### src/rtl/pipe_pkg.sv
// Shared types and defaults for the IF/ID skid stage.
// Occupancy states and default payload widths and NOP encoding.
package pipe_pkg;
  localparam int PC_W_D = 16;
  localparam int INST_W_D = 16;
  localparam logic [15:0] NOP_INST_D = 16'h0800;

  typedef enum logic [1:0] {
    EMPTY = 2'd0,
    ONE   = 2'd1,
    FULL  = 2'd2
  } state_t;
endpackage

### src/rtl/pipe_entry_reg.sv
// One payload slot {pc, pc_inc, inst} of the IF/ID stage.
// Clear wins over load and restores the NOP payload.
module pipe_entry_reg
  import pipe_pkg::*;
#(
  parameter int PC_W = PC_W_D,
  parameter int INST_W = INST_W_D,
  parameter logic [INST_W-1:0] NOP_INST = NOP_INST_D
) (
  input  logic              clk,
  input  logic              rst,
  input  logic              i_load,
  input  logic              i_clear,
  input  logic [PC_W-1:0]   i_pc,
  input  logic [PC_W-1:0]   i_pc_inc,
  input  logic [INST_W-1:0] i_inst,
  output logic [PC_W-1:0]   o_pc,
  output logic [PC_W-1:0]   o_pc_inc,
  output logic [INST_W-1:0] o_inst
);
  logic [PC_W-1:0]   r_pc;
  logic [PC_W-1:0]   r_pc_inc;
  logic [INST_W-1:0] r_inst;

  always_ff @(posedge clk or negedge rst) begin
    if (!rst) begin
      r_pc     <= '0;
      r_pc_inc <= '0;
      r_inst   <= NOP_INST;
    end else if (i_clear) begin
      r_pc     <= '0;
      r_pc_inc <= '0;
      r_inst   <= NOP_INST;
    end else if (i_load) begin
      r_pc     <= i_pc;
      r_pc_inc <= i_pc_inc;
      r_inst   <= i_inst;
    end
  end

  assign o_pc     = r_pc;
  assign o_pc_inc = r_pc_inc;
  assign o_inst   = r_inst;
endmodule

### src/rtl/if_id_skid_stage.sv
// IF/ID stage: main + skid entries, registered ready, flush with
// saturating count of discarded beats.
module if_id_skid_stage
  import pipe_pkg::*;
#(
  parameter int PC_W = PC_W_D,
  parameter int INST_W = INST_W_D,
  parameter logic [INST_W-1:0] NOP_INST = NOP_INST_D,
  parameter int CNT_W = 8
) (
  input  logic              clk,
  input  logic              rst,
  input  logic              flush,
  input  logic              in_valid,
  output logic              in_ready,
  input  logic [PC_W-1:0]   in_pc,
  input  logic [PC_W-1:0]   in_pc_inc,
  input  logic [INST_W-1:0] in_inst,
  output logic              out_valid,
  input  logic              out_ready,
  output logic [PC_W-1:0]   out_pc,
  output logic [PC_W-1:0]   out_pc_inc,
  output logic [INST_W-1:0] out_inst,
  output logic [CNT_W-1:0]  flush_cnt
);
  state_t r_state, w_next;
  logic [CNT_W-1:0] r_cnt;

  logic w_in_fire, w_out_fire;
  logic w_main_ld, w_main_clr, w_main_src_skid;
  logic w_skid_ld, w_skid_clr;
  logic [PC_W-1:0]   w_skid_pc, w_skid_pc_inc;
  logic [INST_W-1:0] w_skid_inst;
  logic [PC_W-1:0]   w_main_pc_d, w_main_pc_inc_d;
  logic [INST_W-1:0] w_main_inst_d;
  logic [1:0]        w_occ, w_disc;
  logic [CNT_W:0]    w_sum;

  assign in_ready   = (r_state != FULL);
  assign out_valid  = (r_state != EMPTY);
  assign w_in_fire  = in_valid & in_ready;
  assign w_out_fire = out_valid & out_ready;

  always_comb begin
    w_next          = r_state;
    w_main_ld       = 1'b0;
    w_main_clr      = 1'b0;
    w_main_src_skid = 1'b0;
    w_skid_ld       = 1'b0;
    w_skid_clr      = 1'b0;
    if (flush) begin
      w_next     = EMPTY;
      w_main_clr = 1'b1;
      w_skid_clr = 1'b1;
    end else begin
      unique case (r_state)
        EMPTY: if (w_in_fire) begin
          w_next    = ONE;
          w_main_ld = 1'b1;
        end
        ONE: unique case (1'b1)
          w_in_fire && w_out_fire: w_main_ld = 1'b1;
          w_in_fire && !w_out_fire: begin
            w_next    = FULL;
            w_skid_ld = 1'b1;
          end
          !w_in_fire && w_out_fire: begin
            w_next     = EMPTY;
            w_main_clr = 1'b1;
          end
          default: ;
        endcase
        FULL: if (w_out_fire) begin
          w_next          = ONE;
          w_main_ld       = 1'b1;
          w_main_src_skid = 1'b1;
          w_skid_clr      = 1'b1;
        end
        default: w_next = EMPTY;
      endcase
    end
  end

  always_ff @(posedge clk or negedge rst) begin
    if (!rst) r_state <= EMPTY;
    else      r_state <= w_next;
  end

  // The skid beat is always older than the incoming one, so it refills main first.
  assign w_main_pc_d     = w_main_src_skid ? w_skid_pc : in_pc;
  assign w_main_pc_inc_d = w_main_src_skid ? w_skid_pc_inc : in_pc_inc;
  assign w_main_inst_d   = w_main_src_skid ? w_skid_inst : in_inst;

  pipe_entry_reg #(
    .PC_W(PC_W), .INST_W(INST_W), .NOP_INST(NOP_INST)
  ) u_main (
    .clk(clk), .rst(rst),
    .i_load(w_main_ld), .i_clear(w_main_clr),
    .i_pc(w_main_pc_d), .i_pc_inc(w_main_pc_inc_d),
    .i_inst(w_main_inst_d),
    .o_pc(out_pc), .o_pc_inc(out_pc_inc), .o_inst(out_inst)
  );

  pipe_entry_reg #(
    .PC_W(PC_W), .INST_W(INST_W), .NOP_INST(NOP_INST)
  ) u_skid (
    .clk(clk), .rst(rst),
    .i_load(w_skid_ld), .i_clear(w_skid_clr),
    .i_pc(in_pc), .i_pc_inc(in_pc_inc), .i_inst(in_inst),
    .o_pc(w_skid_pc), .o_pc_inc(w_skid_pc_inc),
    .o_inst(w_skid_inst)
  );

  assign w_occ = (r_state == FULL) ? 2'd2 :
                 (r_state == ONE)  ? 2'd1 : 2'd0;
  assign w_disc = w_occ - {1'b0, w_out_fire}
                + {1'b0, w_in_fire};
  assign w_sum = {1'b0, r_cnt}
               + {{(CNT_W-1){1'b0}}, w_disc};

  always_ff @(posedge clk or negedge rst) begin
    if (!rst)       r_cnt <= '0;
    else if (flush) r_cnt <= w_sum[CNT_W] ? '1 : w_sum[CNT_W-1:0];
  end

  assign flush_cnt = r_cnt;
endmodule

### config.mk
export PLATFORM = sky130hd
export DESIGN_NAME = if_id_skid_stage
export DESIGN_NICKNAME = d
export VERILOG_FILES = /design/src/rtl/pipe_pkg.sv /design/src/rtl/pipe_entry_reg.sv /design/src/rtl/if_id_skid_stage.sv
export SDC_FILE = /design/constraint.sdc
export NUM_CORES = 1
export LEC_CHECK = 0
export BUFFER_PORTS_ARGS = -buffer_cell sky130_fd_sc_hd__buf_2
export CAP_MARGIN = 15
export CORE_MARGIN = 2
export CORE_UTILIZATION = 55
export CTS_BUF_LIST = sky130_fd_sc_hd__clkbuf_4 sky130_fd_sc_hd__clkbuf_8 sky130_fd_sc_hd__clkbuf_16
export CTS_CLUSTER_SIZE = 25
export DETAILED_ROUTE_END_ITERATION = 6
export PLACE_DENSITY = 0.81
export SLEW_MARGIN = 20
export SYNTH_ARGS = -nofsm -noshare
export SYNTH_HDL_FRONTEND = slang
export SYNTH_SLANG_ARGS = --single-unit
export TNS_END_PERCENT = 1
### constraint.sdc
create_clock -name clk -period 3.85 [get_ports clk]
set_clock_uncertainty 0.05 [all_clocks]
set_input_delay 0.77 -clock clk [delete_from_list [all_inputs] [get_ports clk]]
set_output_delay 0.77 -clock clk [all_outputs]
set_load 0.02 [all_outputs]
======== Word level (Yosys, flattened, before mapping) ========
Cells that the tools add are included.
word-level totals
  word-level logic and storage cells ...... 66
  flip-flop bits (word level) ............. 106
cells by class
  bitwise gates (word level) .............. 2
  eq/ne operators ......................... 6
  reduce and logical (&&, ||, !) cells .... 10
  add/subtract/negate cells ............... 3
  mux-type cells .......................... 37
operator list
  operator            count
  $mux 16             15
  $mux 1              14
  $add 8x2->9         1
  $mux 2              4
  $mux 8              1
  $ne 3x3->1 const B  2
  $pmux 2 s3          1
  $reduce_bool 2->1   3
  $ne 4x4->1 const B  1
  $pmux 2 s2          1
  $logic_and 1x1->1   3
  $pmux 1 s3          1
  $reduce_and 3->1    1
  $add 2x1->2         1
  $and 1x1->1         2
  $eq 2x1->1 const B  1
  $eq 2x2->1 const B  1
  $logic_not 1->1     2
  $logic_not 2->1     1
  $ne 2x2->1 const B  1
  $sub 2x1->2         1

======== Logic depth before layout (Yosys ltp) ========
Gate-level depths: netlist of run 1.
  word-level depth ........................ 9
  mapped depth ............................ 10

======== By module ========
From an unflattened synthesis of run 1, not the netlist that was laid out.
second synthesis, totals
  cell total of the unflattened synthesis .. 436
  area total of the unflattened synthesis .. 5301.3 µm²
modules (own cells, without submodules)
  module            cells each  times used  area each (µm²)
  pipe_entry_reg    155         2           1971.9
  if_id_skid_stage  126         1           1357.6

======== Least setup slack after synthesis of run 1 ========
Ideal clock, no wire load.
  path type ............................... input to register
  from .................................... input port out_ready
  to ...................................... register r_cnt[6], in the netlist flush_cnt[6]
  data arrival time ....................... 2.495 ns
  cell stages on the path ................. 10
  setup time .............................. 0.143 ns
  path slack .............................. 1.162 ns
  buffers on the path ..................... 1
  required time ........................... 3.657 ns
  cell sequence ........................... buf_4 -> nand2_1 -> o21ai_0 -> ha_1 -> ha_1 -> fa_1 -> and4_1 -> and2_1 -> a21oi_1 -> a31oi_1
between the ends
  cells in the longest elaborated chain, start to end .. 5
RTL lines
  what                  RTL line                 text
  from (decl)           if_id_skid_stage.sv:20   input logic out_ready,
  $and 1x1->1           if_id_skid_stage.sv:42   assign w_out_fire = out_valid & out_ready;
  $sub 2x1->2           if_id_skid_stage.sv:116  assign w_disc = w_occ - {1'b0, w_out_fire}
  $add 2x1->2           if_id_skid_stage.sv:117  + {1'b0, w_in_fire};
  $add 8x2->9           if_id_skid_stage.sv:119  + {{(CNT_W-1){1'b0}}, w_disc};
  $mux 8                if_id_skid_stage.sv:123  else if (flush) r_cnt <= w_sum[CNT_W] ? '1 : w_sum[CNT_W-1:0];
  to (signal assigned)  if_id_skid_stage.sv:123
  to (decl)             if_id_skid_stage.sv:27   logic [CNT_W-1:0] r_cnt;
No other way between the ends.
A chain may end at the register's enable or synchronous reset.

======== Worst setup path after layout of run 1 ========
  from .................................... register r_state[1]
  to ...................................... register r_cnt[3], in the netlist flush_cnt[3]
between the ends
  cells in the longest elaborated chain, start to end .. 7
  elaborated cells between the ends (all ways) .. 12
  classes of those cells .................. add/sub: 3; eq/ne: 3; mux: 3; bitwise: 2; reduce/logical: 1
RTL lines
  what                    RTL line                 text
  from (decl)             if_id_skid_stage.sv:26   state_t r_state, w_next;
  from (signal assigned)  if_id_skid_stage.sv:86   else r_state <= w_next;
  $eq 2x1->1              if_id_skid_stage.sv:115  (r_state == ONE) ? 2'd1 : 2'd0;
  $mux 1                  if_id_skid_stage.sv:115
  $mux 2                  if_id_skid_stage.sv:114  assign w_occ = (r_state == FULL) ? 2'd2 :
  $sub 2x1->2             if_id_skid_stage.sv:116
  $add 2x1->2 (*)         if_id_skid_stage.sv:117
  $add 8x2->9 (*)         if_id_skid_stage.sv:119
  $mux 8 (*)              if_id_skid_stage.sv:123
Mark *: on every way between the ends. The rest lies on a longest branch, timed or not.

==> summary.md, run 1 <==
| Metric | Value |
|---|---|
| Mapped cell area | 4843 um2 |
| WP data arrival | 2910 ps |
| Slew @ Worst Pin | 1016 ps |
| Starting Density | 56.09% |
| Vias in the first global route | 3634 |
| Slew Limit Fails | 0 |
| Worst R2R Start | r_state[1] |
| Number of max-cap violations | 0 |
| CP Capture Type | flop |
| Startpoint Class | flop |
| VDD IR-drop max | 0.0003117 V |
| Family with the most delay on the worst path | simple AND/OR/NAND/NOR gates |
| Total Nets Final | 594 |
| Final Core Density | 65.46% |
| Chip height | 97.84 um |
| Worst-Skew Late Latency | 360 ps |
| Max clock buf depth | 2 |
| Fmax | 0.3677 GHz |
| TritonCTS Buffers | 9 |
| R2R Setup Slk | 1130 ps |
| Cells after synthesis | 441 |
| Post-synthesis cell type count | 39 |
| Largest net degree at the start of global routing | 88 |
| Hold Path Class | input port to asynchronous set/reset pin |
| Final hold slack | 411.6 ps |
| DPL Wire Length | 6740 um |
| Total wire length | 10610 um |
| Die width | 97.84 um |
| Core ar. | 8636 um2 |
| Worst Path Required | 4040 ps |
| Vias/cell | 5.638 |
| Post-DRT Antenna Nets | 0 |
| Setup TNS | 0 ps |
| DR DRC count | 0 |
| Postcts setup bufs | 0 |
| Final critical-path required period | 2720 ps |
| Total die area | 9573 um2 |
| Rel. slew slack | 32.24% |
| Mapped Avg Cell Area | 10.98 um2 |
| FF-to-FF path depth | 10 |
| WP depth | 10 |
| Count of buffers from port buffering | 110 |
| RR Endpoint | flush_cnt[3] |
| Grt ovf | 0 |
| Ant diodes | 0 |
| Fin crit share | 70.64% |
| # setup viols final | 0 |
| First DRT Iteration DRCs | 161 |
| First-pass detailed-route iteration total | 4 |
| WP buf/inv | 1 |
| GP Congestion | 0.8108 |
| First-pass GRT wire length | 17510 um |
| H-tree depth | 3 |
| # hold bufs at CTS | 0 |
| Status | complete, no violations |
| Hold Violations, Final | 0 |
| Layout cells sized above 1 | 28.41% |
| Ports | 111 |
| PwrDens | 434.4 nW/um2 |
| CTS tree | done |
| Row count | 34 |
| Tot GR Track Use | 22.39% |
| Leakage | 2.564 nW |
| Setup crit end | flush_cnt[3] |
| CTS root buffer | clkbuf_8 |
| Critical path launch point | r_state[1] |
| CTS Sinks | 106 |
| PostCTS Resize Cnt | 0 |
| RSZ-0062 raised after global routing | false |
| CP max stage delay | 480 ps |
| Seq/Total Area, Yosys | 54.82% |
| Synth Warn # | 0 |
| Layout area overhead | 16.71% |
| Clk slew on worst S/H paths | 90 ps |
| Crit path cell chain | and2b_4 > inv_1 > o21ai_0 > ha_1 > ha_1 > fa_1 > and4_1 > and2_1 > nand4_1 > nand2_1 |
| Critical-path top delay cell | dfrtp_1 |
| Mapped Nets | 498 |
| Max Fanout on Critical Path | 8 |
| Via count | 3665 |
| Initial antenna violation count | 0 |
| Synthesized flop and latch total | 106 |
| Cell mode on critical path | ha_1 |
| CP Class | flop to flop |
| Drt wl/cell | 16.33 um |
## cells by family (layout without fill, tap and decap cells)
family          count (synthesis)  in the layout  share of synthesized area, %
mux                            53             53                         11.00
buf+inv                        35            136                         3.978
xor+xnor                        5              5                        0.9043
compound gates                106            106                         16.46
fa+ha+maj                       4              4                         1.188
simple gates                  132            132                         11.65
flops                         106            106                         54.82
## per-stage QoR
stage | total power, mW | area (um2) | setup WS [ps] | instances
finish | 2.456 | 5653 | 1130 | 650
detailed placement | 1.716 | 5421 | 928.4 | 634
global placement | 1.704 | 5421 | 1037 | 634
CTS | 2.476 | 5644 | 1127 | 650
global route | 2.569 | 5653 | 947.7 | 650
floorplan | 1.542 | 4843 | 1162 | 441
## layer usage
layer | wire length, um | GRT usage [%] | up-vias
li1 | - | - | 1734
met2 | 5139 | 35.93 | 105
met1 | 4801 | 31.43 | 1813
met4 | 123 | 7.479 | 0
met5 | 0 | 0 | -
met3 | 548 | 3.579 | 13
## worst register-to-register path, stage by stage (launching register included)
cell and delay, ps:
dfrtp_1 480, and2b_4 340, inv_1 50, o21ai_0 180, ha_1 260, ha_1 210
fa_1 390, and4_1 240, and2_1 200, nand4_1 150, nand2_1 80
## synth_stat cells, drive strengths merged
cell / n / area, um2
a211oi: 2 / 27.53
nand3: 5 / 25.02
buf: 25 / 155.1
a31oi: 2 / 12.51
mux2i: 51 / 510.5
nand2: 106 / 397.9
and2b: 1 / 10.01
and2: 2 / 12.51
nor3b: 1 / 12.51
and4: 1 / 8.760
or2: 1 / 6.260
dfrtp: 104 / 2603
xor2: 2 / 17.52
mux2: 2 / 22.52
a21o: 1 / 7.510
clkbuf: 7 / 26.28
nor2b: 2 / 12.51
ha: 3 / 37.54
o2bb2ai: 47 / 474.2
nand4: 1 / 6.260
fa: 1 / 20.02
xnor2: 3 / 26.28
o21ai: 3 / 15.01
dfstp: 2 / 52.55
nand3b: 3 / 26.27
and3: 1 / 6.260
a21oi: 49 / 245.2
nor2: 4 / 15.01
nand2b: 4 / 25.02
o21a: 2 / 15.01
inv: 3 / 11.26
## sequential cells by signal, indices dropped and copies added, names as in the netlist
register / flops
u_main.o_pc_inc: 16
u_skid.o_inst: 16
flush_cnt: 8
u_main.o_inst: 16
r_state: 2
u_main.o_pc: 16
u_skid.o_pc_inc: 16
u_skid.o_pc: 16
## layout by cell type (no fill, tap or decap), types with 3 or more instances in the layout
| master | Yosys | routed |
|---|---|---|
| o2bb2ai_1 | 37 | 37 |
| clkbuf_4 | 0 | 3 |
| ha_1 | 3 | 3 |
| inv_1 | 3 | 3 |
| a21oi_1 | 49 | 49 |
| nand2_1 | 106 | 106 |
| clkbuf_8 | 0 | 9 |
| buf_2 | 10 | 109 |
| mux2i_1 | 51 | 51 |
| nor2_1 | 4 | 3 |
| dfrtp_1 | 104 | 104 |
| buf_4 | 11 | 7 |
| xnor2_1 | 3 | 3 |
| o2bb2ai_2 | 10 | 10 |
| nand3_1 | 5 | 5 |
## worst min-delay path by stage
| stage | from | slack (ps) | endpoint |
|---|---|---|---|
| after floorplan | rst | 420 | flush_cnt[0] |
| after global placement | u_main.o_pc_inc[13] | 420 | u_main.o_pc_inc[13] |
| after detailed placement | u_main.o_pc[9] | 420 | u_main.o_pc[9] |
| after CTS | u_main.o_inst[0] | 440 | u_main.o_inst[0] |
| after global routing | u_main.o_inst[0] | 450 | u_main.o_inst[0] |
| final | rst | 410 | flush_cnt[2] |
## power by group
group	total (mW)	internal (mW)	switching, mW	leakage, nW
clock network	0.761	0.390	0.370	0.111
logic	0.432	0.162	0.271	1.03
registers	1.26	1.19	0.0702	1.42
## area by class of cell
| cell class | count | area (um2) |
|---|---|---|
| clock buffers | 12 | 146.4 |
| clock inverters | 4 | 76.32 |
| fillers | 674 | 2983 |
| inverters | 3 | 11.26 |
| multi-input cells | 300 | 2019 |
| flip-flops and latches | 106 | 2655 |
| well taps | 108 | 135.1 |
| repair buffers | 117 | 609.3 |
No activity file was read; power rests on OpenSTA's default activity.
==> run 2: changes to the inputs <==
--- a/config.mk
+++ b/config.mk
@@ -8,11 +8,11 @@
 export BUFFER_PORTS_ARGS = -buffer_cell sky130_fd_sc_hd__buf_2
 export CAP_MARGIN = 15
 export CORE_MARGIN = 2
-export CORE_UTILIZATION = 55
+export CORE_UTILIZATION = 49
 export CTS_BUF_LIST = sky130_fd_sc_hd__clkbuf_4 sky130_fd_sc_hd__clkbuf_8 sky130_fd_sc_hd__clkbuf_16
 export CTS_CLUSTER_SIZE = 25
 export DETAILED_ROUTE_END_ITERATION = 6
-export PLACE_DENSITY = 0.81
+export PLACE_DENSITY = 0.76
 export SLEW_MARGIN = 20
 export SYNTH_ARGS = -nofsm -noshare
 export SYNTH_HDL_FRONTEND = slang
==> constraint.sdc (replaced) <==
create_clock -name clk -period 2.4 [get_ports clk]
set_clock_uncertainty 0.05 [all_clocks]
set_input_delay 0.48 -clock clk [delete_from_list [all_inputs] [get_ports clk]]
set_output_delay 0.48 -clock clk [all_outputs]
set_load 0.02 [all_outputs]
==> run 2 against run 1 <==
- wire length grew 1.4%
- utilization shrank 5.6 points
- critical path type unchanged
- design area up 2.6%
==> summary.md, run 2 (synthesis results as in run 1) <==
| Metric | Value |
|---|---|
| Post-placement cell count | 670 (+5.7%) |
| Largest net degree at the start of global routing | 53 (-40%) |
| Leakage | 2.623 nW (+2.3%) |
| Count of buffers from port buffering | 110 (unchanged) |
| CP Capture Type | flop |
| Non-Filler Instances | 688 (+5.8%) |
| FF-to-FF path depth | 10 (unchanged) |
| Max Fanout on Critical Path | 4 (-4) |
| WP buf/inv | 1 (unchanged) |
| Number of max-cap violations | 0 (unchanged) |
| CTS tree | done |
| Final critical-path required period | 2322 ps (-397.3 ps) |
| Total Nets Final | 607 (+2.2%) |
| Family with the most delay on the worst path | simple AND/OR/NAND/NOR gates |
| Post-DRT Antenna Nets | 0 (unchanged) |
| Commonest non-fill, non-tap cell in the layout | buf_2 |
| Clk slew on worst S/H paths | 110 ps (+20 ps) |
| Fmax | 0.4306 GHz (+17%) |
| TritonCTS Buffers | 9 (unchanged) |
| Core ar. | 9684 um2 (+12%) |
| R2R Setup Slk | 80 ps (-1050 ps) |
| # setup viols final | 0 (unchanged) |
| RSZ-0062 raised after global routing | true |
| Ant diodes | 0 (unchanged) |
| WP data arrival | 2520 ps (-390 ps) |
| Vias/cell | 5.394 (-4.3%) |
| Leading cell types in the layout, fill and taps excluded | buf_2, nand2_1, dfrtp_1, mux2i_1, a21oi_1 |
| Slew @ Worst Pin | 510.7 ps (-505.7 ps) |
| Tot GR Track Use | 20.73% (-1.7 points) |
| RR Endpoint | flush_cnt[0] |
| Tot Pwr | 3.801 mW (+55%) |
| Worst-Skew Late Latency | 360 ps (about the same) |
| GP Congestion | 0.8172 (+0.79%) |
| Total die area | 10700 um2 (+12%) |
| Via count | 3711 (+1.3%) |
| Startpoint Class | flop |
| Die width | 103.4 um (+5.7%) |
| First-pass GRT wire length | 17260 um (-1.4%) |
| Hold Path Class | input port to asynchronous set/reset pin |
| CP max stage delay | 410 ps (-70 ps) |
| CP Class | flop to flop |
| First DRT Iteration DRCs | 184 (+14%) |
| Total wire length | 10760 um (+1.4%) |
| Chip height | 103.4 um (+5.7%) |
| Vias in the first global route | 3598 (-0.99%) |
| Fin crit share | 96.77% (+26 points) |
| Slew Limit Fails | 0 (unchanged) |
| First-pass detailed-route iteration total | 5 (+1) |
| Starting Density | 50.01% (-6.1 points) |
| FILL cells | 822 (+22%) |
| PwrDens | 655.4 nW/um2 (+51%) |
| Rel. slew slack | 65.96% (+34 points) |
| H-tree depth | 3 (unchanged) |
| DR DRC count | 0 (unchanged) |
| Hold Violations, Final | 0 (unchanged) |
| DPL Wire Length | 7169 um (+6.4%) |
| Critical-path top delay cell | dfrtp_1 |
| Worst R2R Start | r_state[1] |
| Layout cells sized above 1 | 31.35% (+2.9 points) |
| Crit path cell chain | and2b_4 > inv_2 > o21ai_2 > ha_1 > ha_2 > fa_2 > and4_4 > and2_4 > nand4_1 > nand2_1 |
| VDD IR-drop max | 0.0003945 V (+27%) |
| Initial antenna violation count | 0 (unchanged) |
| CTS Sinks | 106 (unchanged) |
| Max clock buf depth | 2 (unchanged) |
| Worst Path Required | 2600 ps (-1440 ps) |
| Drt wl/cell | 15.64 um (-4.2%) |
| Ports | 111 (unchanged) |
| Status | complete, no violations |
| CTS root buffer | clkbuf_8 |
| Grt ovf | 0 (unchanged) |
| Row count | 36 (+5.9%) |
| Layout area overhead | 19.74% |
-- run 2: cell types whose count changed in the layout (fill, tap and decap cells not counted), moves of 2 or more --
cell	delta
buf_4	+10
buf_12	+4
clkbuf_4	-3
inv_6	+3
bufinv_16	-2
nand2b_2	+2
-- run 2: how the worst max path moves through the flow --
stage                     startpoint            to  slack, ps  cells after the start
after floorplan           r_state[0]  flush_cnt[6]         10                      9
after global placement    r_state[1]  flush_cnt[0]         70                     10
after detailed placement  r_state[1]  flush_cnt[0]        -30                     10
after CTS                 r_state[1]  flush_cnt[0]         40                     10
after global routing      r_state[1]  flush_cnt[0]        -40                     10
final                     r_state[1]  flush_cnt[0]         80                     10
-- run 2: final cells by class --
type | count | area, um2 | area share [%]
multi-input combinational | 300 | 2031 | 35.02
sequential | 106 | 2655 | 45.78
tap | 133 | 166.4 | 2.869
clock inverter | 7 | 58.81 | 1.014
clock buffer | 9 | 123.9 | 2.136
inverter | 3 | 11.26 | 0.1942
timing repair buffer | 130 | 753.2 | 12.99
-- run 2: power breakdown --
part	internal, mW	switching, mW	total, mW
logic	0.283	0.438	0.720
registers	1.91	0.115	2.03
clock network	0.397	0.656	1.05
total	2.59	1.21	3.80
-- run 2: metal layers --
metal	vias up	share of wire (%)	GRT usage, %
met3	10	4.8	4.772
met4	0	1.0	5.769
met2	107	49	34.24
met1	1843	45	27.60
li1	1751	-	-
met5	-	0	0
-- run 2: repair_timing --
item | CTS | global route
cloned | 0 | 0
setup buffers | 2 | 0
endpoints found under the setup margin | 5 | 6
gates resized for setup | 1 | 4
hold buffers | 0 | 0
pin swaps | 0 | 2
-- run 2: metrics by stage --
stage | util, % | setup TNS (ps) | hold WS (ps) | area, um2 | setup WS [ps]
5_1_grt | 59.88 | -98.45 | 27.12 | 5799 | -44.84
4_1_cts | 59.79 | 0 | 21.32 | 5791 | 36.74
2_1_floorplan | - | 0 | 134.4 | 4848 | 13.19
3_5_place_dp | 57.73 | -88.59 | 418.4 | 5590 | -32.78
3_3_place_gp | 57.73 | 0 | 417.1 | 5590 | 72.27
6_report | 59.88 | 0 | 15.50 | 5799 | 77.59
